File: config.mk
export PLATFORM = sky130hd
export DESIGN_NAME = packet_stream_generator_flat
export DESIGN_NICKNAME = d
export VERILOG_FILES = /design/src/rtl/packet_stream_generator_pkg.sv /design/src/rtl/packet_stream_generator_if.sv /design/src/rtl/pkt_gen_lfsr.sv /design/src/rtl/packet_stream_generator.sv /design/src/flat_wrapper.sv
export SDC_FILE = /design/constraint.sdc
export NUM_CORES = 1
export LEC_CHECK = 0
export ABC_CLOCK_PERIOD_IN_PS = 5000
export CAP_MARGIN = 20
export CORE_MARGIN = 5
export CORE_UTILIZATION = 60
export DETAILED_ROUTE_END_ITERATION = 6
export HOLD_SLACK_MARGIN = 0.15
export PLACE_DENSITY = 0.91
export RECOVER_POWER = 25
export SLEW_MARGIN = 30
export SYNTH_ARGS = -nofsm -noshare
export SYNTH_HDL_FRONTEND = slang
export SYNTH_SLANG_ARGS = --single-unit
File: constraint.sdc
create_clock -name clk -period 5 [get_ports clk]
set_input_delay 1 -clock clk [delete_from_list [all_inputs] [get_ports clk]]
set_output_delay 1 -clock clk [all_outputs]
set_load 0.1 [all_outputs]
File: src/rtl/packet_stream_generator_pkg.sv
// Shared types and helpers for the packet stream generator.
//   mode_e      : payload mode (incrementing, LFSR, constant)
//   state_e     : generator FSM state
//   LFSR_TAPS   : tap mask for x^32 + x^22 + x^2 + x + 1 (bits 31, 21, 1, 0)
//   lfsr_step   : one Fibonacci shift of the 32-bit LFSR
//   decode_mode : maps the raw 2-bit mode field onto mode_e (3 folds to MODE_INC)
package packet_stream_generator_pkg;

    typedef enum logic [1:0] {
        MODE_INC   = 2'd0,
        MODE_LFSR  = 2'd1,
        MODE_CONST = 2'd2
    } mode_e;

    typedef enum logic [1:0] {
        StIdle = 2'd0,
        StSend = 2'd1,
        StGap  = 2'd2
    } state_e;

    localparam logic [31:0] LFSR_TAPS = 32'h8020_0003;

    function automatic logic [31:0] lfsr_step(input logic [31:0] s);
        return {s[30:0], ^(s & LFSR_TAPS)};
    endfunction

    function automatic mode_e decode_mode(input logic [1:0] m);
        case (m)
            2'd1:    return MODE_LFSR;
            2'd2:    return MODE_CONST;
            default: return MODE_INC;
        endcase
    endfunction

endpackage

File: src/rtl/packet_stream_generator_if.sv
// Framed stream link between the generator and its downstream consumer.
//   out_data  : payload beat
//   out_valid : beat present
//   out_sop   : first beat of a packet
//   out_eop   : last beat of a packet
//   in_busy   : downstream stall; a beat is taken when out_valid && !in_busy
interface packet_stream_generator_if #(
    parameter int unsigned DATA_WIDTH = 8
);
    logic [DATA_WIDTH-1:0] out_data;
    logic                  out_valid;
    logic                  out_sop;
    logic                  out_eop;
    logic                  in_busy;

    modport master (
        output out_data,
        output out_valid,
        output out_sop,
        output out_eop,
        input  in_busy
    );

    modport slave (
        input  out_data,
        input  out_valid,
        input  out_sop,
        input  out_eop,
        output in_busy
    );
endinterface

File: src/rtl/pkt_gen_lfsr.sv
// 32-bit Fibonacci LFSR used as the pseudo-random payload source.
//   clk     : rising-edge clock
//   reset_n : synchronous active-low reset, loads LFSR_SEED
//   advance : shift by one step this edge
//   state   : current LFSR contents
module pkt_gen_lfsr
    import packet_stream_generator_pkg::*;
#(
    parameter logic [31:0] LFSR_SEED = 32'hACE1_2021
) (
    input  logic        clk,
    input  logic        reset_n,
    input  logic        advance,
    output logic [31:0] state
);

    // An all-zero seed would lock the register at zero forever.
    if (LFSR_SEED == 32'h0) begin : g_bad_seed
        $error("LFSR_SEED must be non-zero");
    end

    always_ff @(posedge clk) begin
        if (!reset_n) begin
            state <= LFSR_SEED;
        end else if (advance) begin
            state <= lfsr_step(state);
        end
    end

endmodule

File: src/rtl/packet_stream_generator.sv
// Test-stream source producing framed packets with configurable length, payload mode and
// inter-packet gap. Backpressure holds the current beat; nothing is dropped.
//   clk, reset_n  : rising-edge clock, synchronous active-low reset
//   enable        : generate packets continuously while high
//   cfg_mode      : 0 incrementing, 1 LFSR, 2 constant, 3 as 0
//   cfg_len       : words per packet (0 means 1)
//   cfg_gap       : idle cycles between eop acceptance and next sop
//   cfg_const     : payload for constant mode
//   stream        : framed output stream (master side)
//   pkt_count     : completed packets, wrapping
//   idle          : FSM is idle
module packet_stream_generator
    import packet_stream_generator_pkg::*;
#(
    parameter int unsigned DATA_WIDTH = 8,
    parameter int unsigned LEN_WIDTH  = 8,
    parameter int unsigned GAP_WIDTH  = 8,
    parameter logic [31:0] LFSR_SEED  = 32'hACE1_2021
) (
    input  logic                  clk,
    input  logic                  reset_n,
    input  logic                  enable,
    input  logic [1:0]            cfg_mode,
    input  logic [LEN_WIDTH-1:0]  cfg_len,
    input  logic [GAP_WIDTH-1:0]  cfg_gap,
    input  logic [DATA_WIDTH-1:0] cfg_const,
    packet_stream_generator_if.master stream,
    output logic [15:0]           pkt_count,
    output logic                  idle
);

    if (DATA_WIDTH < 1 || DATA_WIDTH > 32) begin : g_bad_width
        $error("DATA_WIDTH must be in 1..32");
    end

    state_e                state_q, state_d;
    mode_e                 mode_q, mode_d;
    logic [LEN_WIDTH-1:0]  len_q, len_d;
    logic [LEN_WIDTH-1:0]  idx_q, idx_d;
    logic [GAP_WIDTH-1:0]  gap_q, gap_d;
    logic [GAP_WIDTH-1:0]  gap_cnt_q, gap_cnt_d;
    logic [DATA_WIDTH-1:0] const_q, const_d;
    logic [DATA_WIDTH-1:0] data_q, data_d;
    logic                  valid_q, valid_d;
    logic                  sop_q, sop_d;
    logic                  eop_q, eop_d;
    logic [15:0]           pkt_count_q, pkt_count_d;
    logic                  idle_q, idle_d;

    logic                  beat_accept;
    logic                  eop_accept;
    logic                  gap_done;
    logic                  start_pkt;
    logic                  lfsr_adv;
    logic [31:0]           lfsr_state;
    logic [31:0]           lfsr_after;
    logic [LEN_WIDTH-1:0]  cfg_len_eff;
    logic [LEN_WIDTH-1:0]  idx_next;
    logic [LEN_WIDTH-1:0]  len_last;

    function automatic logic [DATA_WIDTH-1:0] beat_data(
        input mode_e                 mode,
        input logic [LEN_WIDTH-1:0]  idx,
        input logic [31:0]           lfsr,
        input logic [DATA_WIDTH-1:0] cst
    );
        case (mode)
            MODE_LFSR:  return DATA_WIDTH'(lfsr);
            MODE_CONST: return cst;
            default:    return DATA_WIDTH'(idx);
        endcase
    endfunction

    assign beat_accept = (state_q == StSend) && valid_q && !stream.in_busy;
    assign eop_accept  = beat_accept && eop_q;
    assign gap_done    = (gap_cnt_q == gap_q);
    assign lfsr_adv    = beat_accept && (mode_q == MODE_LFSR);
    assign cfg_len_eff = (cfg_len == '0) ? LEN_WIDTH'(1) : cfg_len;
    assign idx_next    = idx_q + LEN_WIDTH'(1);
    assign len_last    = len_q - LEN_WIDTH'(1);

    // A packet starts on every entry into SEND, including SEND->SEND back-to-back.
    assign start_pkt   = (state_d == StSend) && ((state_q != StSend) || eop_accept);

    pkt_gen_lfsr #(
        .LFSR_SEED (LFSR_SEED)
    ) u_lfsr (
        .clk     (clk),
        .reset_n (reset_n),
        .advance (lfsr_adv),
        .state   (lfsr_state)
    );

    // State register
    always_ff @(posedge clk) begin
        if (!reset_n) begin
            state_q <= StIdle;
        end else begin
            state_q <= state_d;
        end
    end

    // Next-state logic
    always_comb begin
        state_d = state_q;
        unique case (state_q)
            StIdle: begin
                if (enable) state_d = StSend;
            end
            StSend: begin
                if (eop_accept) begin
                    if (gap_q != '0)  state_d = StGap;
                    else if (!enable) state_d = StIdle;
                end
            end
            StGap: begin
                if (gap_done) state_d = enable ? StSend : StIdle;
            end
            default: state_d = StIdle;
        endcase
    end

    // Output / datapath next-state logic
    always_comb begin
        // Registered outputs need the LFSR value the next beat will see.
        lfsr_after  = lfsr_adv ? lfsr_step(lfsr_state) : lfsr_state;
        mode_d      = mode_q;
        len_d       = len_q;
        gap_d       = gap_q;
        const_d     = const_q;
        idx_d       = idx_q;
        gap_cnt_d   = gap_cnt_q;
        valid_d     = valid_q;
        sop_d       = sop_q;
        eop_d       = eop_q;
        data_d      = data_q;
        pkt_count_d = pkt_count_q;
        idle_d      = (state_d == StIdle);

        if (eop_accept) begin
            pkt_count_d = pkt_count_q + 16'd1;
            gap_cnt_d   = GAP_WIDTH'(1);
            idx_d       = '0;
            valid_d     = 1'b0;
            sop_d       = 1'b0;
            eop_d       = 1'b0;
            data_d      = '0;
        end else if (beat_accept) begin
            idx_d  = idx_next;
            sop_d  = 1'b0;
            eop_d  = (idx_next == len_last);
            data_d = beat_data(mode_q, idx_next, lfsr_after, const_q);
        end

        if ((state_q == StGap) && !gap_done) begin
            gap_cnt_d = gap_cnt_q + GAP_WIDTH'(1);
        end

        // Config is captured only here, so mid-packet changes wait for the next sop.
        if (start_pkt) begin
            mode_d  = decode_mode(cfg_mode);
            len_d   = cfg_len_eff;
            gap_d   = cfg_gap;
            const_d = cfg_const;
            idx_d   = '0;
            valid_d = 1'b1;
            sop_d   = 1'b1;
            eop_d   = (cfg_len_eff == LEN_WIDTH'(1));
            data_d  = beat_data(decode_mode(cfg_mode), '0, lfsr_after, cfg_const);
        end
    end

    always_ff @(posedge clk) begin
        if (!reset_n) begin
            mode_q      <= MODE_INC;
            len_q       <= LEN_WIDTH'(1);
            gap_q       <= '0;
            const_q     <= '0;
            idx_q       <= '0;
            gap_cnt_q   <= '0;
            valid_q     <= 1'b0;
            sop_q       <= 1'b0;
            eop_q       <= 1'b0;
            data_q      <= '0;
            pkt_count_q <= '0;
            idle_q      <= 1'b1;
        end else begin
            mode_q      <= mode_d;
            len_q       <= len_d;
            gap_q       <= gap_d;
            const_q     <= const_d;
            idx_q       <= idx_d;
            gap_cnt_q   <= gap_cnt_d;
            valid_q     <= valid_d;
            sop_q       <= sop_d;
            eop_q       <= eop_d;
            data_q      <= data_d;
            pkt_count_q <= pkt_count_d;
            idle_q      <= idle_d;
        end
    end

    assign stream.out_data  = data_q;
    assign stream.out_valid = valid_q;
    assign stream.out_sop   = sop_q;
    assign stream.out_eop   = eop_q;
    assign pkt_count        = pkt_count_q;
    assign idle             = idle_q;

endmodule

File: src/flat_wrapper.sv
// flat-port wrapper written by rule: the top's interface ports become plain ports
module packet_stream_generator_flat import packet_stream_generator_pkg::*;
#(
    parameter int unsigned DATA_WIDTH = 8,
    parameter int unsigned LEN_WIDTH  = 8,
    parameter int unsigned GAP_WIDTH  = 8,
    parameter logic [31:0] LFSR_SEED  = 32'hACE1_2021
)
  (clk, reset_n, enable, cfg_mode, cfg_len, cfg_gap, cfg_const, pkt_count, idle, stream_out_data, stream_out_valid, stream_out_sop, stream_out_eop, stream_in_busy);
  packet_stream_generator_if #(.DATA_WIDTH(DATA_WIDTH)) stream_i ();
  input  logic clk;
  input  logic reset_n;
  input  logic enable;
  input  logic [1:0] cfg_mode;
  input  logic [LEN_WIDTH-1:0] cfg_len;
  input  logic [GAP_WIDTH-1:0] cfg_gap;
  input  logic [DATA_WIDTH-1:0] cfg_const;
  output logic [15:0] pkt_count;
  output logic idle;
  output wire logic [$bits(stream_i.out_data)-1:0] stream_out_data;
  output wire logic [$bits(stream_i.out_valid)-1:0] stream_out_valid;
  output wire logic [$bits(stream_i.out_sop)-1:0] stream_out_sop;
  output wire logic [$bits(stream_i.out_eop)-1:0] stream_out_eop;
  input wire logic [$bits(stream_i.in_busy)-1:0] stream_in_busy;
  assign stream_out_data = stream_i.out_data;
  assign stream_out_valid = stream_i.out_valid;
  assign stream_out_sop = stream_i.out_sop;
  assign stream_out_eop = stream_i.out_eop;
  assign stream_i.in_busy = stream_in_busy;
  packet_stream_generator #(.DATA_WIDTH(DATA_WIDTH), .LEN_WIDTH(LEN_WIDTH), .GAP_WIDTH(GAP_WIDTH), .LFSR_SEED(LFSR_SEED)) u_core (.clk(clk), .reset_n(reset_n), .enable(enable), .cfg_mode(cfg_mode), .cfg_len(cfg_len), .cfg_gap(cfg_gap), .cfg_const(cfg_const), .stream(stream_i), .pkt_count(pkt_count), .idle(idle));
endmodule
==> impl_metrics.env, run 1 <==
export IMPL_cap_viol_max_count=0
export IMPL_yosys_most_used_dff="sky130_fd_sc_hd__dfxtp_1"
export IMPL_postSynthRegisterBits=104
export IMPL_maximum_number_of_pins_on_one_net_before_global_route_repair=47
export IMPL_cts_tree="yes"
export IMPL_via_count=4240
export IMPL_syn_cell_area_um2=4960
export IMPL_synth_most_common_cell="sky130_fd_sc_hd__dfxtp_1"
export IMPL_arrival_time_of_data_at_the_critical_path_endpoint_ns=4.14
export IMPL_antenna_diode_count=0
export IMPL_clkTransAtPathRegs_ns=0.12
export IMPL_placementRows=33
export IMPL_final_min_clock_period_ns=3.85
export IMPL_clock_path_buffers=2
export IMPL_yosys_area_top_type_share_pct=42.0
export IMPL_worstSetupStartpointType="input port"
export IMPL_ios=58
export IMPL_worstPathMaxFanout=27
export IMPL_yosysTopAreaCell="sky130_fd_sc_hd__dfxtp_1"
export IMPL_p_per_area_nw_per_um2=325
export IMPL_viasPerCell=5.86
export IMPL_nets=654
export IMPL_finalClockSkew_ns=0.0168
export IMPL_synth_top_cells_by_count="sky130_fd_sc_hd__dfxtp_1 (104), sky130_fd_sc_hd__nand2_1 (85), sky130_fd_sc_hd__nor2_1 (63)"
export IMPL_setup_tns_ns=0
export IMPL_setup_violations_final=0
export IMPL_wl_final_mm=11.8
export IMPL_synth_seq_area_share_pct=42.0
export IMPL_holdCritPathClass="flop to flop"
export IMPL_dieArea_um2=10200
export IMPL_timing_fmax_ghz=0.260
export IMPL_num_fill_cells=581
export IMPL_cp_data_required_time_ns=5.29
export IMPL_hold_worst_slack_ns=0.449
export IMPL_gp_congestion=0.934
export IMPL_timing_critical_path_max_delay_family="buffers and inverters"
export IMPL_synth_edff_count=0
export IMPL_timing_critical_path_buf_inv=2
export IMPL_area_delta_synth_final_pct=16.6
export IMPL_timing_critical_path_cells="clkdlybuf4s50_1, and4bb_1, clkbuf_1, nand2_1, mux2_1, a22oi_1, o21ai_1, o221a_1"
export IMPL_start_util_pct=60.9
export IMPL_power_leakage_nw=2.25
export IMPL_irDropWorstVdd_v=0.000249
export IMPL_end_kind="flop"
export IMPL_grtUsageTotal_pct=24.1
export IMPL_worst_slew_pin_transition_ns=0.986
export IMPL_asyncSetResetFlopFracSynth_pct=0
export IMPL_cts_max_level=3
export IMPL_die_width_um=101
export IMPL_final_max_slew_violation_count=0
export IMPL_synth_cells=574
export IMPL_multi_input_gate_area_um2=2700
export IMPL_synth_top_cells_by_area="sky130_fd_sc_hd__dfxtp_1 (42%), sky130_fd_sc_hd__nand2_1 (6.4%), sky130_fd_sc_hd__mux2i_1 (5.3%)"
export IMPL_clock_tree_root_cell="sky130_fd_sc_hd__clkbuf_8"
export IMPL_hpwlAfterDp_mm=8.43
export IMPL_layout_area_seq_um2=2080
export IMPL_synthesis_area_per_instance_um2=8.63
export IMPL_cts_sink_count=104
export IMPL_setup_worst_path_class="input port to flop"
export IMPL_grt_antenna_before_repair=0
export IMPL_critical_path_max_stage_delay_ns=0.74
export IMPL_relSlewSlack_pct=34.0
export IMPL_numCtsBuffers=9
export IMPL_cts_post_setup_buffers_inserted=0
export IMPL_drt_drc_violations_left=0
export IMPL_netlist_cell_type_count=58
export IMPL_unrepaired_setup_endpoints_after_global_routing="false"
export IMPL_outcome="completed"
export IMPL_worst_skew_pair_late_latency_ns=0.38
export IMPL_detail_route_wl_per_cell_um=16.3
export IMPL_drive_above_1_share_pct=5.33
export IMPL_detailedRoute_firstIterationViolations=246
export IMPL_slowest_stage="sky130_fd_sc_hd__nand2_1"
export IMPL_grt_ovfl_total=0
export IMPL_detail_route_antenna_nets=0
export IMPL_ys_warns=0
export IMPL_firstDrtPassIters=5
export IMPL_finalCritPeriodShare_pct=77.0
export IMPL_cts_hold_repair_buffers=0
export IMPL_syn_nets=614
export IMPL_die_h_um=101
export IMPL_first_global_vias=4176
export IMPL_core_area_um2=8130
export IMPL_finalHoldViolCount=0
export IMPL_post_cts_resized=0
export IMPL_port_buffer_count=57
export IMPL_first_pass_grt_wire_length_mm=19.8
-- final timing paths --
path                                              start                        end  slack [ns]  depth (start not counted)
worst max-delay path                     stream_in_busy  u_core.stream.out_data[6]        1.15                          8
worst min-delay path            u_core.u_lfsr.state[16]    u_core.u_lfsr.state[17]        0.45                          2
worst max register to register        u_core.state_q[0]  u_core.stream.out_data[6]        1.80                          7
worst min register to register  u_core.u_lfsr.state[16]    u_core.u_lfsr.state[17]        0.45                          2
-- cell families (layout without fill, tap and decap cells) --
family,Yosys count,in the layout,share of synthesized area (%)
muxes,37,37,7.75
buffers and inverters,46,91,3.86
and+or+nand+nor,236,236,22.5
adders and majority gates,10,10,2.52
AOI/OAI and AO/OA,89,89,11.6
xor gates and xnor gates,52,52,9.77
DFF,104,104,42.0
-- tightest hold or removal path, delay by kind of cell (launching register included) --
| kind | cells | cell delay (ns) |
|---|---|---|
| compound gates | 1 | 0.05 |
| simple gates | 1 | 0.05 |
| flops | 1 | 0.32 |
-- flip-flops by register name (all words and copies together), names as in the netlist --
| register | cells |
|---|---|
| u_core.state_q | 2 |
| u_core.pkt_count | 16 |
| u_core.gap_q | 8 |
| u_core.gap_cnt_q | 8 |
| u_core.idx_q | 8 |
| u_core.stream.out_sop | 1 |
| u_core.len_q | 8 |
| u_core.mode_q | 2 |
| u_core.stream.out_valid | 1 |
| u_core.u_lfsr.state | 32 |
| u_core.stream.out_data | 8 |
| u_core.idle | 1 |
| u_core.stream.out_eop | 1 |
| u_core.const_q | 8 |
-- area by class of cell --
| class | instances | share of cell area, % |
|---|---|---|
| multi-input combinational | 424 | 46.6 |
| timing repair buffer | 62 | 10.5 |
| tap | 105 | 2.27 |
| clock buffer | 9 | 2.14 |
| sequential | 104 | 36.0 |
| clock inverter | 7 | 1.60 |
| inverter | 13 | 0.845 |
-- report_power, final --
part | internal (mW) | switching (mW)
Clock | 0.248 | 0.327
Combinational | 0.146 | 0.257
Sequential | 0.867 | 0.0349
Total | 1.26 | 0.618
-- cell usage in the layout (no fill, tap or decap), drive strengths merged, types with 3 or more instances in the layout --
| master | synthesis | routed |
|---|---|---|
| or3b | 5 | 5 |
| xor2 | 21 | 21 |
| a31oi | 3 | 3 |
| a2bb2oi | 5 | 5 |
| xnor2 | 29 | 29 |
| and2 | 13 | 13 |
| clkdlybuf4s50 | 0 | 57 |
| dfxtp | 104 | 104 |
| o221a | 3 | 3 |
| a221oi | 5 | 5 |
| inv | 13 | 18 |
| and3 | 9 | 9 |
| o21ai | 20 | 20 |
| mux2i | 26 | 26 |
| buf | 11 | 4 |
| nor3 | 8 | 8 |
| a22oi | 8 | 8 |
| a21oi | 35 | 35 |
| nand3 | 23 | 23 |
| or4 | 3 | 3 |
| nor2 | 63 | 63 |
| nor4 | 4 | 4 |
| and4 | 3 | 3 |
| clkbuf | 22 | 10 |
| or3 | 3 | 3 |
| mux2 | 11 | 11 |
| ha | 10 | 10 |
| nand4 | 7 | 7 |
| nand2 | 85 | 85 |
-- stage by stage --
stage / cells / worst slack (ns) / power (mW) / instance area, um2 / utilization [%]
after global routing: 724 / 0.888 / 1.95 / 5780 / 71.0
after CTS: 724 / 1.76 / 1.88 / 5790 / 71.2
after global placement: 708 / 1.46 / 1.31 / 5570 / 68.5
after detailed placement: 708 / 1.37 / 1.32 / 5570 / 68.5
after floorplan: 574 / 2.43 / 1.21 / 4960 / -
final: 724 / 1.15 / 1.88 / 5780 / 71.0
-- per-layer routing --
| metal | vias up | global-route usage (%) | routed length, um |
|---|---|---|---|
| met3 | 19 | 6.85 | 817 |
| met5 | - | 0 | 0 |
| met2 | 133 | 41.0 | 5820 |
| met4 | 0 | 5.70 | 167 |
| li1 | 2049 | - | - |
| met1 | 2039 | 30.2 | 5030 |
Power figures use the tool's default switching activity.
==> inputs of run 2 (changes only) <==
Settings changed: ABC_CLOCK_PERIOD_IN_PS 5000 to 3750, CORE_UTILIZATION 60 to 56, PLACE_DENSITY 0.91 to 0.86.
Clock period 5 ns to 3.75 ns, I/O delays scaled along.
==> impl_metrics.env, run 2 (synthesis gave the netlist of run 1 again) <==
export IMPL_outcome="completed"
export IMPL_cts_hold_repair_buffers=0
export IMPL_timing_critical_path_cells="clkdlybuf4s50_1"
export IMPL_nets=658
export IMPL_met1_usage_in_global_routing_pct=24.4
export IMPL_arrival_time_of_data_at_the_critical_path_endpoint_ns=2.19
export IMPL_largest_register_ff_count=32
export IMPL_detail_route_wl_per_cell_um=15.9
export IMPL_setup_worst_path_class="flop to primary output"
export IMPL_rr_endpoint="u_core.stream.out_eop"
export IMPL_start_util_pct=57.1
export IMPL_dieArea_um2=10800
export IMPL_most_frequent_cells_in_the_layout="sky130_fd_sc_hd__dfxtp_1 (104), sky130_fd_sc_hd__nand2_1 (85), sky130_fd_sc_hd__nor2_1 (63)"
export IMPL_clock_tree_root_cell="sky130_fd_sc_hd__clkbuf_8"
export IMPL_die_width_um=104
export IMPL_finalClockSkew_ns=0.00714
export IMPL_p_per_area_nw_per_um2=424
export IMPL_r2r_slack_ns=1.16
export IMPL_unrepaired_setup_endpoints_after_global_routing="false"
export IMPL_die_h_um=104
export IMPL_setup_violations_final=0
export IMPL_cp_data_required_time_ns=3.00
export IMPL_cts_sink_count=104
export IMPL_irDropWorstVdd_v=0.000273
export IMPL_cap_viol_max_count=0
export IMPL_grt_ovfl_total=0
export IMPL_via_count=4204
export IMPL_final_common_cell="sky130_fd_sc_hd__dfxtp_1"
export IMPL_final_min_clock_period_ns=2.94
export IMPL_viasPerCell=5.75
export IMPL_clock_path_buffers=2
export IMPL_critical_path_max_stage_delay_ns=1.22
export IMPL_ios=58
export IMPL_critical_path_reg2reg_startpoint="u_core.gap_q[4]"
export IMPL_worstSetupStartpointType="flop"
export IMPL_worst_slew_pin_transition_ns=1.00
export IMPL_drt_drc_violations_left=0
export IMPL_relSlewSlack_pct=32.9
export IMPL_maximum_number_of_pins_on_one_net_before_global_route_repair=42
export IMPL_clkTransAtPathRegs_ns=0.10
export IMPL_fin_util_pct=66.8
export IMPL_cts_post_setup_buffers_inserted=0
export IMPL_area_delta_synth_final_pct=17.0
export IMPL_gp_congestion=0.880
export IMPL_end_kind="primary output"
export IMPL_holdPathEnd="u_core.u_lfsr.state[11]"
export IMPL_placementRows=34
export IMPL_firstDrtPassIters=5
export IMPL_grt_busiest_layer="met2"
export IMPL_finalHoldViolCount=0
export IMPL_multi_input_gate_area_um2=2700
export IMPL_worstPathMaxFanout=10
export IMPL_hpwlAfterDp_mm=8.39
export IMPL_cts_tree="yes"
export IMPL_finalCritPeriodShare_pct=78.4
export IMPL_worst_skew_pair_late_latency_ns=0.37
export IMPL_wl_final_mm=11.6
export IMPL_final_max_slew_violation_count=0
export IMPL_slowest_stage="sky130_fd_sc_hd__clkdlybuf4s50_1"
export IMPL_grt_antenna_before_repair=0
export IMPL_grtUsageMet3_pct=5.21
export IMPL_detail_route_antenna_nets=0
export IMPL_detailedRoute_firstIterationViolations=276
export IMPL_path_depth_of_the_worst_reg2reg_path=7
export IMPL_first_global_vias=4256
export IMPL_timing_critical_path_buf_inv=1
export IMPL_port_buffer_count=57
export IMPL_antenna_diode_count=0
export IMPL_globalRouteMet2Util_pct=38.5
export IMPL_core_area_um2=8680
export IMPL_setup_tns_ns=0
export IMPL_num_fill_cells=714
export IMPL_layout_area_seq_um2=2080
export IMPL_first_pass_grt_wire_length_mm=19.6
export IMPL_hp_start="u_core.u_lfsr.state[10]"
export IMPL_post_cts_resized=0
export IMPL_timing_fmax_ghz=0.340
export IMPL_grtUsageTotal_pct=21.4
export IMPL_power_leakage_nw=2.25
export IMPL_holdCritPathClass="flop to flop"
export IMPL_hold_path_depth=2
export IMPL_largest_register="u_core.u_lfsr.state"
export IMPL_numCtsBuffers=9
export IMPL_cts_max_level=3
export IMPL_drive_above_1_share_pct=5.94
export IMPL_timing_critical_path_max_delay_family="buffers and inverters"
run 2: per-layer routing:
layer	part of all wire, %	wire length, um
met3	5.0	579
met2	51	5970
met5	0	0
met4	2.8	324
met1	41	4760
run 2: layout make-up:
class	instances	area share, %
clock buffer	10	2.37
clock inverter	6	1.16
inverter	13	0.841
multi-input combinational	424	46.6
sequential	104	35.9
tap	108	2.33
timing repair buffer	66	10.8
run 2: how the worst max path moves through the flow:
stage,start,cells after the start,endpoint
after floorplan,u_core.stream.out_valid,8,u_core.pkt_count[12]
after global placement,stream_in_busy,8,u_core.stream.out_data[4]
after detailed placement,stream_in_busy,8,u_core.pkt_count[15]
after CTS,u_core.stream.out_eop,1,stream_out_eop
after global routing,stream_in_busy,8,u_core.stream.out_eop
final,u_core.stream.out_eop,1,stream_out_eop
run 2: stage by stage:
step	area [um2]	std cells	hold WS (ns)	total power, mW	setup slack, ns
3_3_place_gp	5610	715	0.438	1.75	0.859
3_5_place_dp	5610	715	0.447	1.76	0.754
5_1_grt	5800	731	0.479	2.56	0.667
2_1_floorplan	4960	574	0.432	1.62	1.18
4_1_cts	5810	731	0.460	2.47	0.819
6_report	5800	731	0.458	2.46	0.810
run 2: power by group:
group          leakage, nW  internal, mW  switching, mW
logic                 1.31         0.197          0.345
registers            0.845          1.16         0.0441
clock network       0.0989         0.329          0.389
run 2: worst register-to-register path, delay by kind of cell (launching register included):
family / cells / cell delay [ns]
and+or+nand+nor: 2 / 0.68
buffers and inverters: 1 / 0.57
AOI/OAI and AO/OA: 3 / 0.55
DFF: 1 / 0.35
muxes: 1 / 0.33
